==> config.mk <==
export PLATFORM = sky130hd
export DESIGN_NAME = hash_row_match_serializer
export DESIGN_NICKNAME = d
export VERILOG_FILES = /design/src/rtl/hash_row_match_serializer.sv
export SDC_FILE = /design/constraint.sdc
export NUM_CORES = 2
export LEC_CHECK = 0
export BUFFER_PORTS_ARGS = -buffer_cell sky130_fd_sc_hd__buf_2
export CAP_MARGIN = 0
export CORE_AREA = 2 2 551 553
export DETAILED_ROUTE_END_ITERATION = 6
export DIE_AREA = 0 0 553 555
export MAX_ROUTING_LAYER = met4
export PLACE_DENSITY_LB_ADDON = 0.12
export SETUP_SLACK_MARGIN = 0.2
export SYNTH_ARGS = -nofsm -noshare
export SYNTH_HDL_FRONTEND = slang
export SYNTH_SLANG_ARGS = --single-unit
==> constraint.sdc <==
create_clock -name clk -period 15.4 [get_ports clk]
set_clock_uncertainty 0.2 [all_clocks]
set_input_delay 1.54 -clock clk [delete_from_list [all_inputs] [get_ports clk]]
set_output_delay 1.54 -clock clk [all_outputs]
set_load 0.03 [all_outputs]
==> src/rtl/hash_row_match_serializer.sv <==
// Row match serializer: filters the hash candidate lanes of each accepted row and
// emits one match request per cycle, lowest lane first, plus a marker beat for empty delim rows.
module hash_row_match_serializer #(
  parameter int HASH_ISSUE_WIDTH     = 32,
  parameter int ADDR_WIDTH           = 32,
  parameter int META_MATCH_LEN_WIDTH = 5,
  parameter int LANE_IDX_WIDTH       = 5
) (
  input  logic                                           clk,
  input  logic                                           rst_n,
  input  logic [META_MATCH_LEN_WIDTH-1:0]                cfg_min_match_len,
  input  logic                                           input_valid,
  input  logic [ADDR_WIDTH-1:0]                          input_head_addr,
  input  logic [HASH_ISSUE_WIDTH-1:0]                    input_history_valid,
  input  logic [HASH_ISSUE_WIDTH*ADDR_WIDTH-1:0]         input_history_addr,
  input  logic [HASH_ISSUE_WIDTH*META_MATCH_LEN_WIDTH-1:0] input_meta_match_len,
  input  logic [HASH_ISSUE_WIDTH-1:0]                    input_meta_match_can_ext,
  input  logic                                           input_delim,
  output logic                                           input_ready,
  output logic                                           output_valid,
  output logic                                           output_match_valid,
  output logic [LANE_IDX_WIDTH-1:0]                      output_lane,
  output logic [ADDR_WIDTH-1:0]                          output_head_addr,
  output logic [ADDR_WIDTH-1:0]                          output_history_addr,
  output logic [META_MATCH_LEN_WIDTH-1:0]                output_meta_match_len,
  output logic                                           output_meta_match_can_ext,
  output logic                                           output_last,
  output logic                                           output_delim,
  input  logic                                           output_ready,
  output logic [31:0]                                    stat_req_count
);

  localparam int W  = HASH_ISSUE_WIDTH;
  localparam int AW = ADDR_WIDTH;
  localparam int LW = META_MATCH_LEN_WIDTH;
  localparam int IW = LANE_IDX_WIDTH;

  logic            busy;
  logic [W-1:0]    pending;
  logic [AW-1:0]   row_head;
  logic [W*AW-1:0] row_addr;
  logic [W*LW-1:0] row_len;
  logic [W-1:0]    row_ext;
  logic            row_delim;

  logic            fire;
  logic            accept;
  logic [W-1:0]    qual;
  logic [W-1:0]    sel_mask;
  logic [W-1:0]    rem_mask;
  logic [IW-1:0]   sel_lane;

  logic [AW-1:0]   src_head;
  logic [W*AW-1:0] src_addr;
  logic [W*LW-1:0] src_len;
  logic [W-1:0]    src_ext;
  logic            src_delim;

  logic [AW-1:0]   beat_head;
  logic [AW-1:0]   beat_addr;
  logic [LW-1:0]   beat_len;
  logic            beat_ext;
  logic            beat_last;

  function automatic logic [IW-1:0] lowest_lane(input logic [W-1:0] m);
    lowest_lane = '0;
    for (int i = W - 1; i >= 0; i--) begin
      if (m[i]) lowest_lane = IW'(i);
    end
  endfunction

  assign fire        = output_valid & output_ready;
  assign input_ready = rst_n & (~busy | (fire & output_last));
  assign accept      = input_valid & input_ready;

  always_comb begin
    qual = '0;
    for (int i = 0; i < W; i++) begin
      qual[i] = input_history_valid[i] & (input_meta_match_len[i*LW +: LW] >= cfg_min_match_len);
    end
  end

  // A newly accepted row presents its first lane straight from the inputs; later
  // lanes come from the captured row registers.
  always_comb begin
    sel_mask  = accept ? qual : pending;
    src_head  = accept ? input_head_addr : row_head;
    src_addr  = accept ? input_history_addr : row_addr;
    src_len   = accept ? input_meta_match_len : row_len;
    src_ext   = accept ? input_meta_match_can_ext : row_ext;
    src_delim = accept ? input_delim : row_delim;
    sel_lane  = lowest_lane(sel_mask);
    rem_mask  = sel_mask & ~(W'(1) << sel_lane);
    beat_head = src_head + AW'(sel_lane);
    beat_addr = src_addr[int'(sel_lane)*AW +: AW];
    beat_len  = src_len[int'(sel_lane)*LW +: LW];
    beat_ext  = src_ext[sel_lane];
    beat_last = (rem_mask == '0);
  end

  always_ff @(posedge clk) begin
    if (!rst_n) begin
      busy                      <= 1'b0;
      pending                   <= '0;
      row_head                  <= '0;
      row_addr                  <= '0;
      row_len                   <= '0;
      row_ext                   <= '0;
      row_delim                 <= 1'b0;
      output_valid              <= 1'b0;
      output_match_valid        <= 1'b0;
      output_lane               <= '0;
      output_head_addr          <= '0;
      output_history_addr       <= '0;
      output_meta_match_len     <= '0;
      output_meta_match_can_ext <= 1'b0;
      output_last               <= 1'b0;
      output_delim              <= 1'b0;
      stat_req_count            <= '0;
    end else begin
      if (fire && output_match_valid) stat_req_count <= stat_req_count + 32'd1;

      if (accept) begin
        row_head  <= input_head_addr;
        row_addr  <= input_history_addr;
        row_len   <= input_meta_match_len;
        row_ext   <= input_meta_match_can_ext;
        row_delim <= input_delim;
      end

      if (accept && (qual != '0)) begin
        busy                      <= 1'b1;
        pending                   <= rem_mask;
        output_valid              <= 1'b1;
        output_match_valid        <= 1'b1;
        output_lane               <= sel_lane;
        output_head_addr          <= beat_head;
        output_history_addr       <= beat_addr;
        output_meta_match_len     <= beat_len;
        output_meta_match_can_ext <= beat_ext;
        output_last               <= beat_last;
        output_delim              <= src_delim & beat_last;
      end else if (accept && input_delim) begin
        busy                      <= 1'b1;
        pending                   <= '0;
        output_valid              <= 1'b1;
        output_match_valid        <= 1'b0;
        output_lane               <= '0;
        output_head_addr          <= input_head_addr;
        output_history_addr       <= '0;
        output_meta_match_len     <= '0;
        output_meta_match_can_ext <= 1'b0;
        output_last               <= 1'b1;
        output_delim              <= 1'b1;
      end else if (accept || (fire && output_last)) begin
        // Empty non-delim row, or the final beat left with nothing behind it.
        busy         <= 1'b0;
        pending      <= '0;
        output_valid <= 1'b0;
      end else if (fire) begin
        pending                   <= rem_mask;
        output_match_valid        <= 1'b1;
        output_lane               <= sel_lane;
        output_head_addr          <= beat_head;
        output_history_addr       <= beat_addr;
        output_meta_match_len     <= beat_len;
        output_meta_match_can_ext <= beat_ext;
        output_last               <= beat_last;
        output_delim              <= src_delim & beat_last;
      end
    end
  end

endmodule

**After elaboration in Yosys (flattened, before gate mapping)**

Index checks and enable logic that the tools add are counted.

- Flip-flop bits (word level): 1392
- Input port bits: 1290
- Output and inout bits: 112
- Logic and storage cells: 187

- $add $sub $neg: 2
- $mul: 1
- Order comparisons: 33
- Eq/ne operators: 1
- Shifts and indexed selects: 3
- Muxes and demuxes: 79
- Bitwise operators: 41
- Reduce and logical (&&, ||, !) cells: 11

Operators by type and width:

| kind | number |
|---|---|
| 1024-bit two-way mux | 1 |
| 1024-bit by 11-bit variable part select with 32-bit output | 1 |
| 32-bit two-way mux | 15 |
| 5-bit two-way mux | 40 |
| 5-bit greater-or-equal comparator | 32 |
| 160-bit two-way mux | 1 |
| 160-bit by 9-bit variable part select with 5-bit output | 1 |
| 1-bit AND | 37 |
| 32-bit by 1-bit adder with 32-bit output, second input constant | 1 |
| 32-bit by 5-bit adder with 32-bit output | 1 |
| 32-bit AND | 1 |
| 32-bit logical NOT | 1 |
| 32-bit NOT | 1 |
| 32-bit nonzero test | 1 |
| 1-bit by 5-bit left shift with 32-bit output, first input constant | 1 |
| 1-bit two-way mux | 21 |
| 5-bit by 3-bit multiplier with 8-bit output, second input constant | 1 |
| 5-bit by 6-bit less-than comparator with 1-bit output, second input constant | 1 |
| 3-bit nonzero test | 2 |
| 1-bit binary-select mux with 5-bit select | 1 |
| 1-bit logical AND | 4 |
| 4-bit nonzero test | 1 |
| 3-bit != test, second input constant | 1 |
| 2-bit AND reduction | 1 |
| other kinds (3) | 3 |

**Depth between registers and ports, before layout**

- Depth in word-level cells: 47
- Depth in mapped cells: 30
- Depth with buffers taken out: 25

**Worst setup path after synthesis**

OpenSTA, ideal clock, no wires.

- Path type: input to register
- From: in cfg_min_match_len[2]
- To: reg output_head_addr[28]
- Library setup time: 0.070 ns
- Data arrival time: 7.509 ns
- Data required time: 15.130 ns
- Path slack: 7.621 ns
- Stages on the path: 30
- Cells stage by stage: inv_1 > ha_1 > a21o_1 > a31oi_1 > o22ai_1 > nor4_1 > o2bb2ai_1 > or3_1 > buf_2 > a221oi_4 > nand2_4 > inv_2 > buf_4 > buf_4 > buf_4 > ha_1 > fa_1 > a21oi_1 > o21bai_1 > a21oi_1 > a211oi_1 > nor2b_1 > and3_1 > buf_2 > nand2_1 > or3_1 > a21oi_1 > a2bb2oi_1 > nand3_1 > a21oi_1

- Word-level cells in the longest chain between the ends: 40
- Elaborated cells on any way between the ends: 107
- Those cells by class: 1 x add/sub; 32 x order compare; 1 x eq/ne; 37 x mux; 32 x bitwise; 4 x reduce/logical

RTL lines:

| element | RTL line | source |
|---|---|---|
| start: declaration | 11 | `input logic [META_MATCH_LEN_WIDTH-1:0] cfg_min_match_len,` |
| 5-bit greater-or-equal comparator | 79 | `qual[i] = input_history_valid[i] & (input_meta_match_len[i*LW +: LW] >= cfg_min_match_len);` |
| 1-bit AND | 79 |  |
| 32-bit two-way mux | 86 | `sel_mask = accept ? qual : pending;` |
| 5-bit two-way mux (32 in series) | 68 | `if (m[i]) lowest_lane = IW'(i);` |
| 32-bit by 5-bit adder with 32-bit output | 94 | `beat_head = src_head + AW'(sel_lane);` |
| 32-bit two-way mux | 160 | `end else if (fire) begin` |
| 32-bit two-way mux | 155 | `end else if (accept \|\| (fire && output_last)) begin` |
| 32-bit two-way mux | 143 | `end else if (accept && input_delim) begin` |
| 32-bit two-way mux | 131 | `if (accept && (qual != '0)) begin` |
| end signal: assignment | 137 | `output_head_addr <= beat_head;` |
| end signal: assignment | 149 | `output_head_addr <= input_head_addr;` |
| end signal: assignment | 164 | `output_head_addr <= beat_head;` |
| end: declaration | 23 | `output logic [ADDR_WIDTH-1:0] output_head_addr,` |

Several ways; a longest one is shown, not always the timed one. The select of a mux whose other input is x is not followed.
A chain may end at the register's enable or synchronous reset.

**Final worst setup path**

- From: in cfg_min_match_len[2]
- To: reg output_head_addr[26]

Same word-level chain as after synthesis.

==> flow_summary.ini <==
[outcome]
status = finished clean

[placed_design]
dp_cells = 12100
dp_hpwl_um = 321000
port_buffers = 1401
gp_congestion = 0.904

[route]
first_pass_iters = 6
routed_via_density = 4.91
vias = 62200
drc = 0
routed_wl_um = 411000
detail_route.wl_per_cell_um = 32.4
ant_nets = 0
first_iter_violations = 4870

[synth]
async_flop_share_pct = 0
avgSynthCellArea_sq_um = 9.09
synth_edf_count = 0
syn-num-nets = 8571
synth-main-ff-cell = dfxtp_1
synth-seq-cells = 1392
synth_seq_area_share_pct = 43.1
synth_cell_types = 90
synth_area_sq_um = 64700
syn_inst = 7114
synth-warning-count = 0

[cts]
clockBufferDepth = 4
cts-root-buf = clkbuf_16
cts_buffers = 186
clkLatencyLatePin_ns = 0.86
ctsHoldBuffers = 0
clkTransAtPathRegs_ns = 0.06
htreeDepth = 4
cts_setup_buffers = 0
cts.sinks = 1392
cts_tree = done
post_cts_resized = 0

[setup_path]
crit_path_start_kind = input pin
cp_max_fo = 32
cp.buffers_inverters = 3
worst_setup_path_end_kind = flip-flop
critPathTopFamily = simple AND/OR/NAND/NOR gates
r2r_slack_ns = 7.35
worstSetupPathType = in2reg
cpMaxStageDelayCell = inv_2
required_ns = 15.96
crit_top_cell = a21oi_1
max_stage_delay_ns = 0.71
arrival_ns = 8.96

[floorplanning]
fp.coreArea_sq_um = 301000
die_width_um = 553
die_area_sq_um = 307000
start_util_pct = 21.5
die_h_um = 555
rows = 202
ios = 1402

[sta]
finalSetupViolCount = 0
hold_viol = 0
timing.hold.ws_ns = 0.251
fin_crit_sh_pct = 54.6
maxSlewHeadroom_pct = 2.18
worstMarginPinSlew_ns = 1.46
rsz0062_at_grt = no
slew_violations = 0
finalSetupTns_ns = 0
period_minus_slack_ns = 8.41
fmax_mhz = 119

[global_routing]
grt_pass1_vias = 60400
grt-ovfl-total = 0
grt_max_degree = 128
grt_pass1_wl_um = 541000
grt_use_total_pct = 26.3
antenna_found_initial = 388

[layout]
stdcell_count = 12700
drive_above_1_share_pct = 24.4
finalNetCount = 9757
fill_cells = 32600
area_growth_pct = 27.8

[power]
pwr_density_cell_nw_per_um2 = 143
peakVddDrop_v = 0.0000870
p_total_mw = 11.8
leakagePower_nw = 38.2

[flow_run]
maxCapViolCount = 0

[worst_hold_path]
hp-class = reg2reg
-- where the power goes --
part | switching [mW] | internal [mW] | total (mW) | leakage [nW]
Combinational | 2.55 | 0.965 | 3.52 | 23.9
Clock | 1.81 | 2.55 | 4.37 | 2.92
Sequential | 0.0924 | 3.80 | 3.90 | 11.4
-- worst paths after layout --
kind | start | to | cells after the start
setup / recovery | cfg_min_match_len[2] | output_head_addr[26] | 26
hold / removal | output_head_addr[12] | output_head_addr[12] | 2
setup reg to reg | busy | output_history_addr[31] | 13
hold reg to reg | output_head_addr[12] | output_head_addr[12] | 2
-- per-stage QoR --
step / util, % / instance area, sq um / setup WS (ns)
after detailed placement: 25.2 / 76100 / 6.11
after global routing: 27.4 / 82600 / 6.44
after global placement: 25.2 / 76000 / 5.72
after CTS: 27.2 / 82000 / 7.05
after floorplan: - / 64700 / 7.62
final: 27.4 / 82600 / 6.99
-- registers in the layout, indices dropped and copies added (netlist names), 5 cells and up --
signal,count
output_history_addr,32
row_ext,32
row_head,32
output_lane,5
output_meta_match_len,5
output_head_addr,32
row_addr,1024
stat_req_count,32
row_len,160
pending,32
-- cell usage after synthesis, types with 27 or more instances --
cell type,n,area share [%]
a221oi_1,50,0.68
mux2_2,76,1.3
nor3_1,144,1.1
mux2i_1,1065,16
dfxtp_1,1392,43
a211oi_1,73,0.85
nor2_1,1270,7.4
and3_1,38,0.37
nand2_1,504,2.9
a31oi_1,27,0.26
o22ai_1,375,3.6
nand2b_1,28,0.27
ha_1,166,3.2
a21o_1,37,0.43
buf_1,78,0.45
buf_2,166,1.3
a21oi_1,339,2.6
xor2_1,30,0.41
inv_1,52,0.30
clkbuf_1,318,1.8
o21ai_0,145,1.1
o221ai_1,146,2.0
a2111oi_0,40,0.54
nand3_1,68,0.53
-- cells by family after synthesis --
group,count (synthesis),share of synthesized area (%)
multiplexers,1195,19.2
XOR/XNOR,41,0.555
AND/OR/NAND/NOR,2191,14.1
buffers and inverters,637,4.18
flip-flops,1392,43.1
adder cells (fa/ha/maj),168,3.26
AO/OA/AOI/OAI,1490,15.6
-- area by class of cell --
cell class | count | area [sq um] | area share [%]
repair buffers | 1579 | 8450 | 10.2
clock buffers | 285 | 5510 | 6.67
diodes | 251 | 628 | 0.760
flip-flops and latches | 1392 | 27900 | 33.7
well taps | 3978 | 4980 | 6.02
multi-input cells | 5085 | 34500 | 41.8
inverters | 56 | 230 | 0.279
clock inverters | 41 | 453 | 0.548
-- placed cells by master (no fill, tap or decap), types with 40 or more instances in the layout --
cell type / netlist / final
diode_2: 0 / 251
dfxtp_1: 1392 / 1392
ha_1: 166 / 166
nand2_1: 504 / 503
a2111oi_0: 40 / 40
nor2_1: 1270 / 1266
clkbuf_1: 318 / 53
nor3_1: 144 / 120
nand3_1: 68 / 67
o21ai_0: 145 / 135
buf_2: 166 / 1400
o22ai_1: 375 / 375
inv_1: 52 / 47
a211oi_1: 73 / 72
mux2_2: 76 / 76
a21oi_1: 339 / 336
clkbuf_8: 0 / 44
o221ai_1: 146 / 146
mux2i_1: 1065 / 1064
clkbuf_16: 0 / 188
buf_4: 10 / 170
-- per-layer routing --
layer,global-route usage [%],vias up,wire length (um)
li1,-,28500,-
met1,31.2,30700,171000
met2,43.6,2395,196000
met3,6.57,603,29600
met4,8.23,0,14200
met5,-,-,0
-- tightest hold or removal path, delay by kind of cell (launching register included) --
| family | cells | cell delay [ns] |
|---|---|---|
| DFF | 1 | 0.30 |
| AOI/OAI and AO/OA | 1 | 0.05 |
| and+or+nand+nor | 1 | 0.05 |
Power figures use the tool's default switching activity.
